$ cat config.mk
export PLATFORM = sky130hd
export DESIGN_NAME = wb_bram_arb
export DESIGN_NICKNAME = d
export VERILOG_FILES = /design/src/rtl/wb_bram_pkg.sv /design/src/rtl/wb_bram_arb_rr_arb2.sv /design/src/rtl/wb_bram_arb.sv
export SDC_FILE = /design/constraint.sdc
export NUM_CORES = 1
export LEC_CHECK = 0
export ABC_AREA = 1
export BUFFER_PORTS_ARGS = -buffer_cell sky130_fd_sc_hd__buf_2
export CAP_MARGIN = 10
export CORE_AREA = 2 2 114 116
export DETAILED_ROUTE_END_ITERATION = 7
export DIE_AREA = 0 0 116 118
export GPL_ROUTABILITY_DRIVEN = 0
export SYNTH_ARGS = -nofsm -noshare
export SYNTH_HDL_FRONTEND = slang
export SYNTH_SLANG_ARGS = --single-unit
$ cat constraint.sdc
create_clock -name sys_clk -period 1.8 [get_ports sys_clk]
set_input_delay 0.18 -clock sys_clk [delete_from_list [all_inputs] [get_ports sys_clk]]
set_output_delay 0.18 -clock sys_clk [all_outputs]
set_load 0.01 [all_outputs]
$ cat src/rtl/wb_bram_pkg.sv
// wb_bram_pkg: shared types and constants for the two-master Wishbone
// block-RAM arbiter.
//   state_e    : sequencer states (IDLE arbitrates, ACCESS drives the RAM,
//                RESP returns ack/err)
//   WB_DW      : Wishbone data width
//   WB_SW      : Wishbone byte-select width
//   DEF_AW     : default RAM word-address width
//   sat_inc    : saturating increment used for the per-master burst count
package wb_bram_pkg;

    typedef enum logic [1:0] {
        ST_IDLE   = 2'd0,
        ST_ACCESS = 2'd1,
        ST_RESP   = 2'd2
    } state_e;

    localparam int WB_DW  = 32;
    localparam int WB_SW  = 4;
    localparam int DEF_AW = 9;

    function automatic logic [3:0] sat_inc(input logic [3:0] val, input logic [3:0] lim);
        return (val >= lim) ? lim : val + 4'd1;
    endfunction

endpackage

$ cat src/rtl/wb_bram_arb_rr_arb2.sv
// rr_arb2: combinational two-way picker.
//   req[1:0]  : per-master request (cyc & stb)
//   last_gnt  : master granted most recently
//   lock_vld  : lock is still live (holder keeps cyc, not forced off)
//   lock_id   : master holding the lock
//   burst_ok  : holder has not yet used up its burst allowance
//   gnt_vld   : some master wins this cycle
//   gnt_id    : winning master
module rr_arb2 (
    input  logic [1:0] req,
    input  logic       last_gnt,
    input  logic       lock_vld,
    input  logic       lock_id,
    input  logic       burst_ok,
    output logic       gnt_vld,
    output logic       gnt_id
);

    always_comb begin
        gnt_vld = |req;
        gnt_id  = 1'b0;
        if (lock_vld && burst_ok && req[lock_id]) begin
            gnt_id = lock_id;
        end else if (req == 2'b10) begin
            gnt_id = 1'b1;
        end else if (req == 2'b11) begin
            // Tie: the master that did not win last time goes next.
            gnt_id = ~last_gnt;
        end
    end

endmodule

$ cat src/rtl/wb_bram_arb.sv
// wb_bram_arb: shares one single-port 32-bit block RAM between two classic
// Wishbone masters. Round-robin grants with a bounded lock while the holder
// keeps cyc asserted; owns RAM enable/strobes and ack/err generation.
//   sys_clk, rst_n                 : clock, asynchronous active-low reset
//   mN_cyc/stb/we/adr/wdata/sel    : master N request
//   mN_rdata/ack/err               : master N response (rdata only with ack)
//   mem_en/we/addr/wdata           : RAM controls, registered, one cycle
//   mem_rdata                      : RAM read data, valid the cycle after mem_en
//   busy                           : sequencer not in IDLE
module wb_bram_arb
    import wb_bram_pkg::*;
#(
    parameter int AW        = DEF_AW,
    parameter int MAX_BURST = 4
) (
    input  logic             sys_clk,
    input  logic             rst_n,
    input  logic             m0_cyc,
    input  logic             m0_stb,
    input  logic             m0_we,
    input  logic [31:0]      m0_adr,
    input  logic [WB_DW-1:0] m0_wdata,
    input  logic [WB_SW-1:0] m0_sel,
    output logic [WB_DW-1:0] m0_rdata,
    output logic             m0_ack,
    output logic             m0_err,
    input  logic             m1_cyc,
    input  logic             m1_stb,
    input  logic             m1_we,
    input  logic [31:0]      m1_adr,
    input  logic [WB_DW-1:0] m1_wdata,
    input  logic [WB_SW-1:0] m1_sel,
    output logic [WB_DW-1:0] m1_rdata,
    output logic             m1_ack,
    output logic             m1_err,
    output logic             mem_en,
    output logic [WB_SW-1:0] mem_we,
    output logic [AW-1:0]    mem_addr,
    output logic [WB_DW-1:0] mem_wdata,
    input  logic [WB_DW-1:0] mem_rdata,
    output logic             busy
);

    localparam logic [3:0] MAX_B = 4'(MAX_BURST);

    state_e           state_q, state_d;
    logic             gnt_q, gnt_d;
    logic             last_gnt_q, last_gnt_d;
    logic [3:0]       burst_cnt_q, burst_cnt_d;
    logic             lock_vld_q, lock_vld_d;
    logic             mem_en_q, mem_en_d;
    logic [WB_SW-1:0] mem_we_q, mem_we_d;
    logic [AW-1:0]    mem_addr_q, mem_addr_d;
    logic [WB_DW-1:0] mem_wdata_q, mem_wdata_d;
    logic [1:0]       ack_q, ack_d;
    logic [1:0]       err_q, err_d;

    logic [1:0]       req;
    logic             holder_cyc;
    logic             other_req;
    logic             lock_live;
    logic             burst_ok;
    logic             gnt_vld;
    logic             gnt_id;
    logic             continued;
    logic             gnt_cyc;
    logic             range_err;
    logic             win_we;
    logic [31:0]      win_adr;
    logic [WB_DW-1:0] win_wdata;
    logic [WB_SW-1:0] win_sel;

    assign req = {m1_cyc & m1_stb, m0_cyc & m0_stb};

    // The lock holder is always the last granted master. The lock is dropped
    // once its holder lets go of cyc, or when the burst allowance is spent
    // and the other master is waiting.
    assign holder_cyc = last_gnt_q ? m1_cyc : m0_cyc;
    assign other_req  = last_gnt_q ? req[0] : req[1];
    assign lock_live  = lock_vld_q & holder_cyc & ~((burst_cnt_q == MAX_B) & other_req);
    assign burst_ok   = (burst_cnt_q < MAX_B);

    rr_arb2 u_rr_arb2 (
        .req      (req),
        .last_gnt (last_gnt_q),
        .lock_vld (lock_live),
        .lock_id  (last_gnt_q),
        .burst_ok (burst_ok),
        .gnt_vld  (gnt_vld),
        .gnt_id   (gnt_id)
    );

    assign continued = lock_live & (gnt_id == last_gnt_q);
    assign gnt_cyc   = gnt_q ? m1_cyc : m0_cyc;

    assign win_we    = gnt_id ? m1_we    : m0_we;
    assign win_adr   = gnt_id ? m1_adr   : m0_adr;
    assign win_wdata = gnt_id ? m1_wdata : m0_wdata;
    assign win_sel   = gnt_id ? m1_sel   : m0_sel;

    // Any address bit above the RAM window makes the access an error.
    assign range_err = ((win_adr >> (AW + 2)) != 32'd0);

    always_comb begin
        state_d     = state_q;
        gnt_d       = gnt_q;
        last_gnt_d  = last_gnt_q;
        burst_cnt_d = burst_cnt_q;
        lock_vld_d  = lock_vld_q;
        mem_en_d    = 1'b0;
        mem_we_d    = '0;
        mem_addr_d  = '0;
        mem_wdata_d = '0;
        ack_d       = 2'b00;
        err_d       = 2'b00;

        unique case (state_q)
            ST_IDLE: begin
                lock_vld_d = lock_live;
                if (gnt_vld) begin
                    gnt_d       = gnt_id;
                    last_gnt_d  = gnt_id;
                    lock_vld_d  = 1'b1;
                    burst_cnt_d = continued ? sat_inc(burst_cnt_q, MAX_B) : 4'd1;
                    if (range_err) begin
                        // Error skips the RAM entirely.
                        state_d       = ST_RESP;
                        err_d[gnt_id] = 1'b1;
                    end else begin
                        state_d     = ST_ACCESS;
                        mem_en_d    = 1'b1;
                        mem_we_d    = {WB_SW{win_we}} & win_sel;
                        mem_addr_d  = win_adr[AW+1:2];
                        mem_wdata_d = win_wdata;
                    end
                end
            end
            ST_ACCESS: begin
                state_d = ST_RESP;
                // A master that abandoned its cycle gets no ack; the RAM
                // access already issued this cycle still takes effect.
                if (gnt_cyc) begin
                    ack_d[gnt_q] = 1'b1;
                end else begin
                    lock_vld_d = 1'b0;
                end
            end
            ST_RESP: begin
                state_d = ST_IDLE;
            end
            default: begin
                state_d = ST_IDLE;
            end
        endcase
    end

    always_ff @(posedge sys_clk or negedge rst_n) begin
        if (!rst_n) begin
            state_q     <= ST_IDLE;
            gnt_q       <= 1'b0;
            last_gnt_q  <= 1'b1;
            burst_cnt_q <= 4'd0;
            lock_vld_q  <= 1'b0;
            mem_en_q    <= 1'b0;
            mem_we_q    <= '0;
            mem_addr_q  <= '0;
            mem_wdata_q <= '0;
            ack_q       <= 2'b00;
            err_q       <= 2'b00;
        end else begin
            state_q     <= state_d;
            gnt_q       <= gnt_d;
            last_gnt_q  <= last_gnt_d;
            burst_cnt_q <= burst_cnt_d;
            lock_vld_q  <= lock_vld_d;
            mem_en_q    <= mem_en_d;
            mem_we_q    <= mem_we_d;
            mem_addr_q  <= mem_addr_d;
            mem_wdata_q <= mem_wdata_d;
            ack_q       <= ack_d;
            err_q       <= err_d;
        end
    end

    assign mem_en    = mem_en_q;
    assign mem_we    = mem_we_q;
    assign mem_addr  = mem_addr_q;
    assign mem_wdata = mem_wdata_q;
    assign m0_ack    = ack_q[0];
    assign m1_ack    = ack_q[1];
    assign m0_err    = err_q[0];
    assign m1_err    = err_q[1];
    assign m0_rdata  = ack_q[0] ? mem_rdata : '0;
    assign m1_rdata  = ack_q[1] ? mem_rdata : '0;
    assign busy      = (state_q != ST_IDLE);

endmodule

## Word-level counts from Yosys, hierarchy flattened

Index checks and enable logic that the tools add are counted.

- Register bits: 59
- Input bits: 176
- Output and inout port bits: 115

- Bitwise operators: 9
- Add/subtract/negate cells: 1
- Multiplexer cells: 43
- Order comparisons: 7
- Reduce and logical (&&, ||, !) cells: 11
- Eq/ne operators: 7

Operator list:

| cell | count |
|---|---|
| 32-bit 2-to-1 mux | 7 |
| 32-bit nonzero test | 1 |
| 9-bit 2-to-1 mux | 3 |
| 4-bit 2-to-1 mux | 6 |
| 1-bit 2-to-1 mux | 16 |
| 2-bit 2-to-1 mux | 7 |
| 1-bit AND | 6 |
| 1-bit by 2-bit less-than comparator with 1-bit output (second input constant) | 3 |
| 4-bit by 1-bit adder with 4-bit output (second input constant) | 1 |
| 4-bit AND | 1 |
| 2-bit equality test (second input constant) | 2 |
| 4-bit by 3-bit equality test with 1-bit output (second input constant) | 1 |
| 4-bit by 3-bit >= comparator with 1-bit output (second input constant) | 1 |
| 1-bit logical AND | 4 |
| 4-bit by 3-bit less-than comparator with 1-bit output (second input constant) | 1 |
| 2-bit inequality test (second input constant) | 2 |
| 2-bit case mux with 2 select lines | 1 |
| 2-bit AND reduction | 2 |
| 2-bit nonzero test | 2 |
| 1-bit demux with 1-bit select | 2 |
| 2-bit by 1-bit equality test with 1-bit output (second input constant) | 1 |
| 1-bit >= comparator (second input constant) | 2 |
| 2-bit zero test | 1 |
| 1-bit NOT | 2 |
| other kinds (3) | 3 |

## Depth between registers and ports, before layout

Gate-level depths: netlist of run 1.

- Depth after elaboration: 15
- Mapped depth: 13
- Gate-level depth less buffers: 12

## By module

A second synthesis of run 1 with hierarchy kept.

- Cell total of the unflattened synthesis: 421
- Area total of the unflattened synthesis: 3,420.8 um^2

Modules (own cells, without submodules):

| module | area an instance (um^2) | instances | cells an instance | seq. area each (um^2) |
|---|---|---|---|---|
| wb_bram_arb | 3,385.7 | 1 | 413 | 1,477.7 |
| rr_arb2 | 35.0 | 1 | 8 | 0.0 |

## Worst setup path after synthesis of run 1

OpenSTA, ideal clock, no wires.

- Kind: register to register
- From: register last_gnt_q
- To: register mem_addr_q[4] (netlist: mem_addr[4])
- Data arrival time: 1.565 ns
- Stages on the path, launching flop included: 12
- Path buffers: 2
- Slack: 0.116 ns
- Cells stage by stage: dfstp_2 > inv_2 > nand3_2 > nand2_1 > nand2_2 > nand4_1 > nand2_2 > nand3_2 > nand3_2 > buf_6 > buf_6 > a21oi_2

- Longest elaborated chain between the ends: 12
- Elaborated cells between the ends (all ways): 19

Ends and longest elaborated chain:

| what | line | RTL |
|---|---|---|
| from (decl) | wb_bram_arb.sv:48 | `logic last_gnt_q, last_gnt_d;` |
| from (signal assigned) | wb_bram_arb.sv:173 | `last_gnt_q <= last_gnt_d;` |
| 1-bit 2-to-1 mux | wb_bram_arb.sv:79 | `assign other_req = last_gnt_q ? req[0] : req[1];` |
| 1-bit AND | wb_bram_arb.sv:80 | `assign lock_live = lock_vld_q & holder_cyc & ~((burst_cnt_q == MAX_B) & other_req);` |
| 1-bit NOT | wb_bram_arb.sv:80 |  |
| 1-bit AND | wb_bram_arb.sv:80 |  |
| 1-bit logical AND (2 in a row) | wb_bram_arb_rr_arb2.sv:22 | `if (lock_vld && burst_ok && req[lock_id]) begin` |
| 1-bit 2-to-1 mux (*) | wb_bram_arb_rr_arb2.sv:22 |  |
| 32-bit 2-to-1 mux (*) | wb_bram_arb.sv:97 | `assign win_adr = gnt_id ? m1_adr : m0_adr;` |
| 32-bit nonzero test | wb_bram_arb.sv:102 | `assign range_err = ((win_adr >> (AW + 2)) != 32'd0);` |
| 9-bit 2-to-1 mux (*) | wb_bram_arb.sv:125 | `if (range_err) begin` |
| 9-bit 2-to-1 mux (*) | wb_bram_arb.sv:120 | `if (gnt_vld) begin` |
| 9-bit 2-to-1 mux (*) | wb_bram_arb.sv:117 | `unique case (state_q)` |
| net mem_addr_d[4] | wb_bram_arb.sv:53 | `logic [AW-1:0] mem_addr_q, mem_addr_d;` |
| to (signal assigned) | wb_bram_arb.sv:178 | `mem_addr_q <= mem_addr_d;` |
| to (decl) | wb_bram_arb.sv:53 |  |

The timed path passes the listed nets; every way through them passes the cells marked *. The select of a mux whose other input is x is not followed.
A chain may end at the register's enable or synchronous reset.

## Worst setup path after layout of run 1

- From: register last_gnt_q
- To: register mem_we_q[1] (netlist: mem_we[1])

- Longest elaborated chain between the ends: 12
- Elaborated cells between the ends (all ways): 22

Ends and longest elaborated chain:

| what | line | RTL |
|---|---|---|
| 1-bit 2-to-1 mux | wb_bram_arb.sv:79 |  |
| 1-bit AND | wb_bram_arb.sv:80 |  |
| 1-bit NOT | wb_bram_arb.sv:80 |  |
| 1-bit AND | wb_bram_arb.sv:80 |  |
| 1-bit logical AND (2 in a row) | wb_bram_arb_rr_arb2.sv:22 |  |
| 1-bit 2-to-1 mux (*) | wb_bram_arb_rr_arb2.sv:22 |  |
| 32-bit 2-to-1 mux, or another cell as far along | wb_bram_arb.sv:97 |  |
| 32-bit nonzero test / 4-bit AND (equally long branches) | wb_bram_arb.sv:102, wb_bram_arb.sv:132 |  |
| 4-bit 2-to-1 mux (*) | wb_bram_arb.sv:125 |  |
| 4-bit 2-to-1 mux (*) | wb_bram_arb.sv:120 |  |
| 4-bit 2-to-1 mux (*) | wb_bram_arb.sv:117 |  |
| net mem_we_d[1] | wb_bram_arb.sv:52 | `logic [WB_SW-1:0] mem_we_q, mem_we_d;` |
| to (signal assigned) | wb_bram_arb.sv:177 | `mem_we_q <= mem_we_d;` |
| to (decl) | wb_bram_arb.sv:52 |  |

Marked as above.

==> results of run 1 <==
## worst register-to-register path, delay by kind of cell, from the launching register on
kind	cells	cell delay, ns
flip-flops	1	0.59
AND/OR/NAND/NOR	4	0.54
buffers and inverters	3	0.41
AO/OA/AOI/OAI	1	0.20
## path summary, 6_finish.rpt
path	from	to	cells after the start
max	last_gnt_q$_DFFE_PN1P_	mem_we[1]$_DFF_PN0_	8
min reg2reg	burst_cnt_q[3]$_DFFE_PN0P_	burst_cnt_q[3]$_DFFE_PN0P_	2
min in group asynchronous	rst_n	mem_addr[4]$_DFF_PN0_	3
min	m0_wdata[28]	mem_wdata[28]$_DFF_PN0_	3
max reg2reg	last_gnt_q$_DFFE_PN1P_	mem_we[1]$_DFF_PN0_	8
max in group asynchronous	rst_n	last_gnt_q$_DFFE_PN1P_	3
## synth_stat cells, types with 2 or more instances
cell type | number | share of area
buf_6 | 5 | 0.017
nand3_1 | 8 | 0.012
o21ai_1 | 2 | 0.0030
a21oi_2 | 28 | 0.073
nand3b_1 | 5 | 0.011
inv_1 | 81 | 0.090
clkbuf_1 | 7 | 0.0078
o21ai_0 | 6 | 0.0089
buf_2 | 8 | 0.012
nand2_1 | 179 | 0.20
inv_2 | 5 | 0.0056
a21oi_1 | 13 | 0.019
nand2_2 | 4 | 0.0074
ha_1 | 2 | 0.0074
nand3_2 | 3 | 0.0089
nor2_1 | 27 | 0.030
nor3_1 | 8 | 0.012
dfrtp_1 | 58 | 0.43
nand4_1 | 4 | 0.0074
## metal layers
layer,GRT usage,part of all wire
met1,0.196,0.38
met2,0.326,0.52
met4,0.0491,0.0074
met5,0,0
met3,0.0402,0.091
## flip-flops by register name, indices dropped and copies added, names as in the netlist
name,flops
last_gnt_q,1
err_q,2
mem_we,4
ack_q,2
lock_vld_q,1
mem_en,1
burst_cnt_q,4
state_q,2
gnt_q,1
mem_addr,9
mem_wdata,32
## power breakdown
group	switching (mW)	total, mW	internal [mW]
Clock	0.592	1.87	1.28
Sequential	0.0385	1.45	1.41
Combinational	0.524	0.956	0.432
## area by class of cell
cell class,count,share of cell area
repair buffers,317,0.314
multi-input cells,297,0.270
flip-flops and latches,59,0.262
inverters,87,0.0583
clock buffers,11,0.0448
well taps,172,0.0381
clock inverters,4,0.0131
diodes,1,0.000443
## repair_timing
action                                  4_1_cts  5_1_grt
resized for setup                             6       16
cloned                                        1        2
hold buffers                                  1        0
pin swaps                                     0        1
endpoints found under the hold margin        58        0
endpoints found under the setup margin       45       48
buffers inserted                              1        7
## placed cells by master, fill, tap and decap left out, types with 5 or more instances in the layout
cell       count
inv_1         81
nand3b_1       5
nor3_1         6
nand3_2        5
nor2_1        26
buf_4         23
buf_2        286
o21ai_0        5
dfrtp_1       58
a21oi_2       30
a21oi_1        9
clkbuf_16     11
nand2_1      178
## logic make-up (layout without fill, tap and decap cells)
logic type                 Yosys count  after routing
and+or+nand+nor                    244            244
buffers and inverters              108            419
DFF                                 59             59
AOI/OAI and AO/OA                   51             51
adders and majority gates            2              2
other                                0              1
## per-stage QoR
| step | hold WS [ns] | util | TNS [ns] | instances | instance area [sq um] |
|---|---|---|---|---|---|
| final | 0.0988 | 0.455 | -0.140 | 948 | 5640 |
| after global routing | 0.0876 | 0.454 | -4.27 | 947 | 5640 |
| after floorplan | -0.116 | - | 0 | 464 | 3360 |
| after global placement | 0.219 | 0.408 | -0.00287 | 920 | 5070 |
| after detailed placement | 0.222 | 0.408 | -0.443 | 920 | 5070 |
| after CTS | 0.0810 | 0.441 | -0.00849 | 938 | 5470 |
==> results.py, run 1 <==
metrics = {
    "critical_path": {
        "crit_chain": "inv_4 -> buf_4 -> o21ai_1 -> nand2_2 -> nand3_4 -> nand3_4 -> buf_12 -> nor3_2",
        "cp_top_family": "flip-flops",
        "crit_path_start_kind": "register",
        "slowest_delay_ns": 0.59,
        "reg2reg_slack_ns": -0.03,
        "path_buf_inv": 3,
        "critPathMaxFanout": 14,
        "crit_top_cell": "nand3_4",
        "path_class": "reg -> reg",
        "arrival_ns": 2.06,
        "required_ns": 2.03,
        "cp-end-kind": "register",
        "crit_slowest_cell": "dfstp_2",
    },
    "sta": {
        "hold_viol": 0,
        "slew_violations": 0,
        "clock_skew_ns": 0.00872,
        "setup_viol": 14,
        "tightest_slew_ns": 0.417,
        "rsz0062_at_grt": "yes",
        "setup_slack_ns": -0.0308,
        "maxClockFrequency_mhz": 546,
        "finalCritPeriodShare": 1.02,
        "slew-limit-headroom": 0.722,
        "period_minus_slack_ns": 1.83,
    },
    "power": {
        "finalPower_mw": 4.27,
        "leakagePower_nw": 3.75,
        "ir_drop_uv": 475,
        "powerDensity_nw_per_um2": 757,
    },
    "detailed_routing": {
        "drc": 0,
        "vias": 3859,
        "viasPerCell": 4.07,
        "drt-initial-drc-count": 156,
        "drt_wl_total_mm": 12.1,
        "antenna_left": 0,
        "routedWlPerCell_um": 12.8,
        "firstDrtPassIters": 4,
    },
    "die": {
        "coreArea_sq_um": 12400,
        "start_util": 0.271,
        "rows": 41,
        "die-area_sq_um": 13700,
        "dieHeight_um": 118,
        "die_w_um": 116,
        "pin_count": 291,
    },
    "final_layout": {
        "final_net_count": 949,
        "multi_input_area_sq_um": 1520,
        "nFillCells": 1359,
        "seqCellArea_sq_um": 1480,
        "syn_to_final_growth_pct": 67.9,
        "drive_gt1_frac": 0.502,
    },
    "status": {
        "status": "complete, but fails checks",
        "failed_checks": "negative setup slack",
    },
    "cts": {
        "cts.root.buffer_cell": "clkbuf_16",
        "cts.sinks": 59,
        "cts_tree": "yes",
        "clk_pin_slew_ns": 0.05,
        "cts.htree.levels": 3,
        "clk_latency_ns": 0.32,
        "cts_buffers": 9,
        "clockBufferDepth": 2,
    },
    "logic_synthesis": {
        "syn_avg_cell_area_sq_um": 7.25,
        "synth-compound-area-share": 0.108,
        "synth-simple-area-share": 0.309,
        "synth_edf_count": 0,
        "synth_mux_area_frac": 0,
        "synth_xor_area_frac": 0,
        "syn_area_sq_um": 3360,
        "synth_ff_type": "dfrtp_1",
        "synthAdderAreaFrac": 0.00744,
        "syn_nets": 642,
        "synth.yosys.warnings": 0,
        "synth_seq_area_share": 0.440,
        "synth_cell_type_count": 30,
        "synth_cells": 464,
        "synth_top_family_by_area": "simple AND/OR/NAND/NOR gates",
        "synth-seq-cells": 59,
        "async_flop_share": 1.00,
    },
    "hold_path": {
        "hp-class": "in -> reg",
    },
    "global_routing": {
        "grt_pass1_wl_mm": 18.7,
        "grt-ovfl-total": 0,
        "grt_max_degree": 34,
        "antenna_found_initial": 2,
        "gr-usage-all-layers": 0.175,
        "grt_pass1_vias": 3805,
    },
    "placed_design": {
        "hpwl_mm": 9.56,
        "io_buffers": 286,
        "pre_cts_ws_ns": -0.114,
    },
    "job": {
        "cap_violations": 0,
    },
}
No activity file was read; power rests on OpenSTA's default activity.
==> run 2: changes to the inputs <==
--- a/config.mk
+++ b/config.mk
@@ -5,12 +5,12 @@
 export SDC_FILE = /design/constraint.sdc
 export NUM_CORES = 1
 export LEC_CHECK = 0
-export ABC_AREA = 1
+export ABC_AREA = 0
 export BUFFER_PORTS_ARGS = -buffer_cell sky130_fd_sc_hd__buf_2
 export CAP_MARGIN = 10
-export CORE_AREA = 2 2 114 116
+export CORE_AREA = 2 2 112 114
 export DETAILED_ROUTE_END_ITERATION = 7
-export DIE_AREA = 0 0 116 118
+export DIE_AREA = 0 0 114 116
 export GPL_ROUTABILITY_DRIVEN = 0
 export SYNTH_ARGS = -nofsm -noshare
 export SYNTH_HDL_FRONTEND = slang
==> run 2 against run 1 <==
  * The run still ends with negative setup slack left
  * Fmax decreased by 10%
  * Cell area shrank 11%
  * Critical path type unchanged
  * First-iteration DRC count fell by 60%
==> results.py, run 2 <==
metrics = {
    "status": {
        "status": "complete, but fails checks",
        "failed_checks": "negative setup slack",
    },
    "final_layout": {
        "largest_register_ffs": 32,
        "multi_input_area_sq_um": 1310,
        "final_cell_mix": "286 x buf_2, 70 x and2_1, 58 x dfrtp_1, 41 x a22o_1, 20 x buf_4",
        "seqCellArea_sq_um": 1480,
        "drive_gt1_frac": 0.592,
        "final_common_cell": "buf_2",
        "fin_cells": 723,
        "num_antenna_cells": 0,
        "nFillCells": 1148,
        "syn_to_final_growth_pct": 72.0,
        "final_net_count": 750,
        "final_area_sq_um": 5010,
    },
    "job": {
        "cap_violations": 0,
    },
    "critical_path": {
        "path_buf_inv": 2,
        "arrival_ns": 2.24,
        "rr_worst_depth": 7,
        "slowest_delay_ns": 0.44,
        "cp-end-kind": "register",
        "critPathMaxFanout": 6,
        "crit_chain": "or3b_4 -> or4_4 -> o211ai_4 -> buf_4 -> buf_6 -> nor4_2 -> a221o_1",
        "cp_top_family": "simple AND/OR/NAND/NOR gates",
        "required_ns": 2.00,
        "crit_slowest_cell": "or4_4",
        "path_class": "reg -> reg",
        "r2r-end": "state_q[1]$_DFFE_PN0P_",
        "crit_path_start_kind": "register",
        "r2r_start": "burst_cnt_q[2]$_DFFE_PN0P_",
        "reg2reg_slack_ns": -0.24,
    },
    "global_routing": {
        "antenna_found_initial": 0,
        "grt-ovfl-total": 0,
        "grt_max_degree": 40,
        "grt_pass1_vias": 3042,
        "grt_pass1_wl_mm": 14.0,
        "gr-usage-all-layers": 0.136,
    },
    "detailed_routing": {
        "vias": 3179,
        "drt_wl_total_mm": 9.59,
        "antenna_left": 0,
        "firstDrtPassIters": 4,
        "drc": 0,
        "viasPerCell": 4.40,
        "drt-initial-drc-count": 62,
        "routedWlPerCell_um": 13.3,
    },
    "placed_design": {
        "place_area_sq_um": 4650,
        "dp_cells": 702,
        "hpwl_mm": 7.72,
        "io_buffers": 286,
    },
    "logic_synthesis": {
        "async_flop_share": 1.00,
        "synth_top_area_frac": 0.498,
        "synth-seq-cells": 59,
        "synth_edf_count": 0,
        "synth_commonest_cells": "70 x and2_1, 58 x dfrtp_1, 41 x a22o_1",
        "syn_avg_cell_area_sq_um": 11.2,
        "synth_ff_type": "dfrtp_1",
        "synth_cell_type_count": 33,
        "synth.largest_area_cell": "dfrtp_1",
        "synth_seq_area_share": 0.507,
        "synth.yosys.warnings": 0,
        "syn_area_sq_um": 2910,
        "synth_most_common_cell": "and2_1",
        "synth_cells": 261,
        "syn_nets": 439,
        "synth_area_leaders": "dfrtp_1 50%, and2_1 15%, a22o_1 12%",
    },
    "sta": {
        "clock_skew_ns": 0.00401,
        "rsz0062_at_grt": "yes",
        "setup_viol": 51,
        "hold_slack_ns": 0.0701,
        "slew_violations": 0,
        "setup_slack_ns": -0.243,
        "setup_tns_ns": -9.17,
        "tightest_slew_ns": 0.495,
        "hold_viol": 0,
        "period_minus_slack_ns": 2.04,
        "slew-limit-headroom": 0.670,
        "maxClockFrequency_mhz": 489,
        "finalCritPeriodShare": 1.14,
    },
    "cts": {
        "clk_latency_ns": 0.32,
        "cts_buffers": 9,
        "cts.root.buffer_cell": "clkbuf_16",
        "cts.htree.levels": 3,
        "clockBufferDepth": 2,
        "clk_pin_slew_ns": 0.05,
        "cts.sinks": 59,
        "cts_tree": "yes",
    },
    "die": {
        "die-area_sq_um": 13200,
        "rows": 40,
        "dieHeight_um": 116,
        "pin_count": 291,
        "start_util": 0.245,
        "die_w_um": 114,
        "coreArea_sq_um": 11900,
    },
    "power": {
        "powerDensity_nw_per_um2": 671,
        "finalPower_mw": 3.36,
        "leakagePower_nw": 2.98,
        "ir_drop_uv": 393,
    },
    "hold_path": {
        "hp-class": "in -> reg",
        "min_to": "mem_wdata[25]$_DFF_PN0_",
        "hold_start": "m1_wdata[25]",
        "hold_depth": 2,
    },
}
-- run 2: layout make-up --
type                            instances  share of cell area
Sequential cell                        59               0.295
Tap cell                              147              0.0367
Multi-Input combinational cell        180               0.261
Clock buffer                           12              0.0492
Timing Repair Buffer                  317               0.352
Clock inverter                          3             0.00300
Inverter                                5             0.00375
-- run 2: cell families (layout without fill, tap and decap cells) --
group                      count (synthesis)  in the layout  share of synthesized area
adders and majority gates                  2              2                    0.00859
and+or+nand+nor                          117            117                      0.245
DFF                                       59             59                      0.507
AOI/OAI and AO/OA                         59             59                      0.174
buffers and inverters                     22            337                     0.0584
muxes                                      2              2                    0.00687
-- run 2: worst max-delay path by stage --
stage | startpoint | end | slack, ns | depth (start not counted)
2_1_floorplan | burst_cnt_q[2]$_DFFE_PN0P_ | mem_addr[0]$_DFF_PN0_ | -0.19 | 7
3_3_place_gp | m1_adr[11] | mem_addr[3]$_DFF_PN0_ | -0.30 | 6
3_5_place_dp | m1_adr[11] | mem_addr[7]$_DFF_PN0_ | -0.31 | 6
4_1_cts | burst_cnt_q[2]$_DFFE_PN0P_ | mem_we[2]$_DFF_PN0_ | -0.21 | 6
5_1_grt | burst_cnt_q[2]$_DFFE_PN0P_ | state_q[1]$_DFFE_PN0P_ | -0.30 | 7
6_report | burst_cnt_q[2]$_DFFE_PN0P_ | state_q[1]$_DFFE_PN0P_ | -0.24 | 7
-- run 2: layer usage --
layer,GRT usage,vias to the layer above,routed length [um]
met2,0.258,167,5090
met1,0.140,1451,3490
met3,0.0497,6,920
met5,0,-,0
li1,-,1555,-
met4,0.0398,0,89
-- run 2: power by group --
group	internal, mW	switching (mW)
logic	0.252	0.206
registers	1.37	0.0255
clock network	0.952	0.560
-- run 2: metrics by stage --
step,util,setup slack [ns]
2_1_floorplan,-,-0.194
3_3_place_gp,0.390,-0.301
3_5_place_dp,0.390,-0.312
4_1_cts,0.415,-0.212
5_1_grt,0.421,-0.299
6_report,0.421,-0.243
-- run 2: repair_timing --
item	in CTS	in global routing
cloned	0	2
setup endpoints to repair	49	51
hold buffers	1	0
pin swaps	1	1
hold endpoints to repair	20	0
gates resized for setup	4	4
buffers inserted	2	1
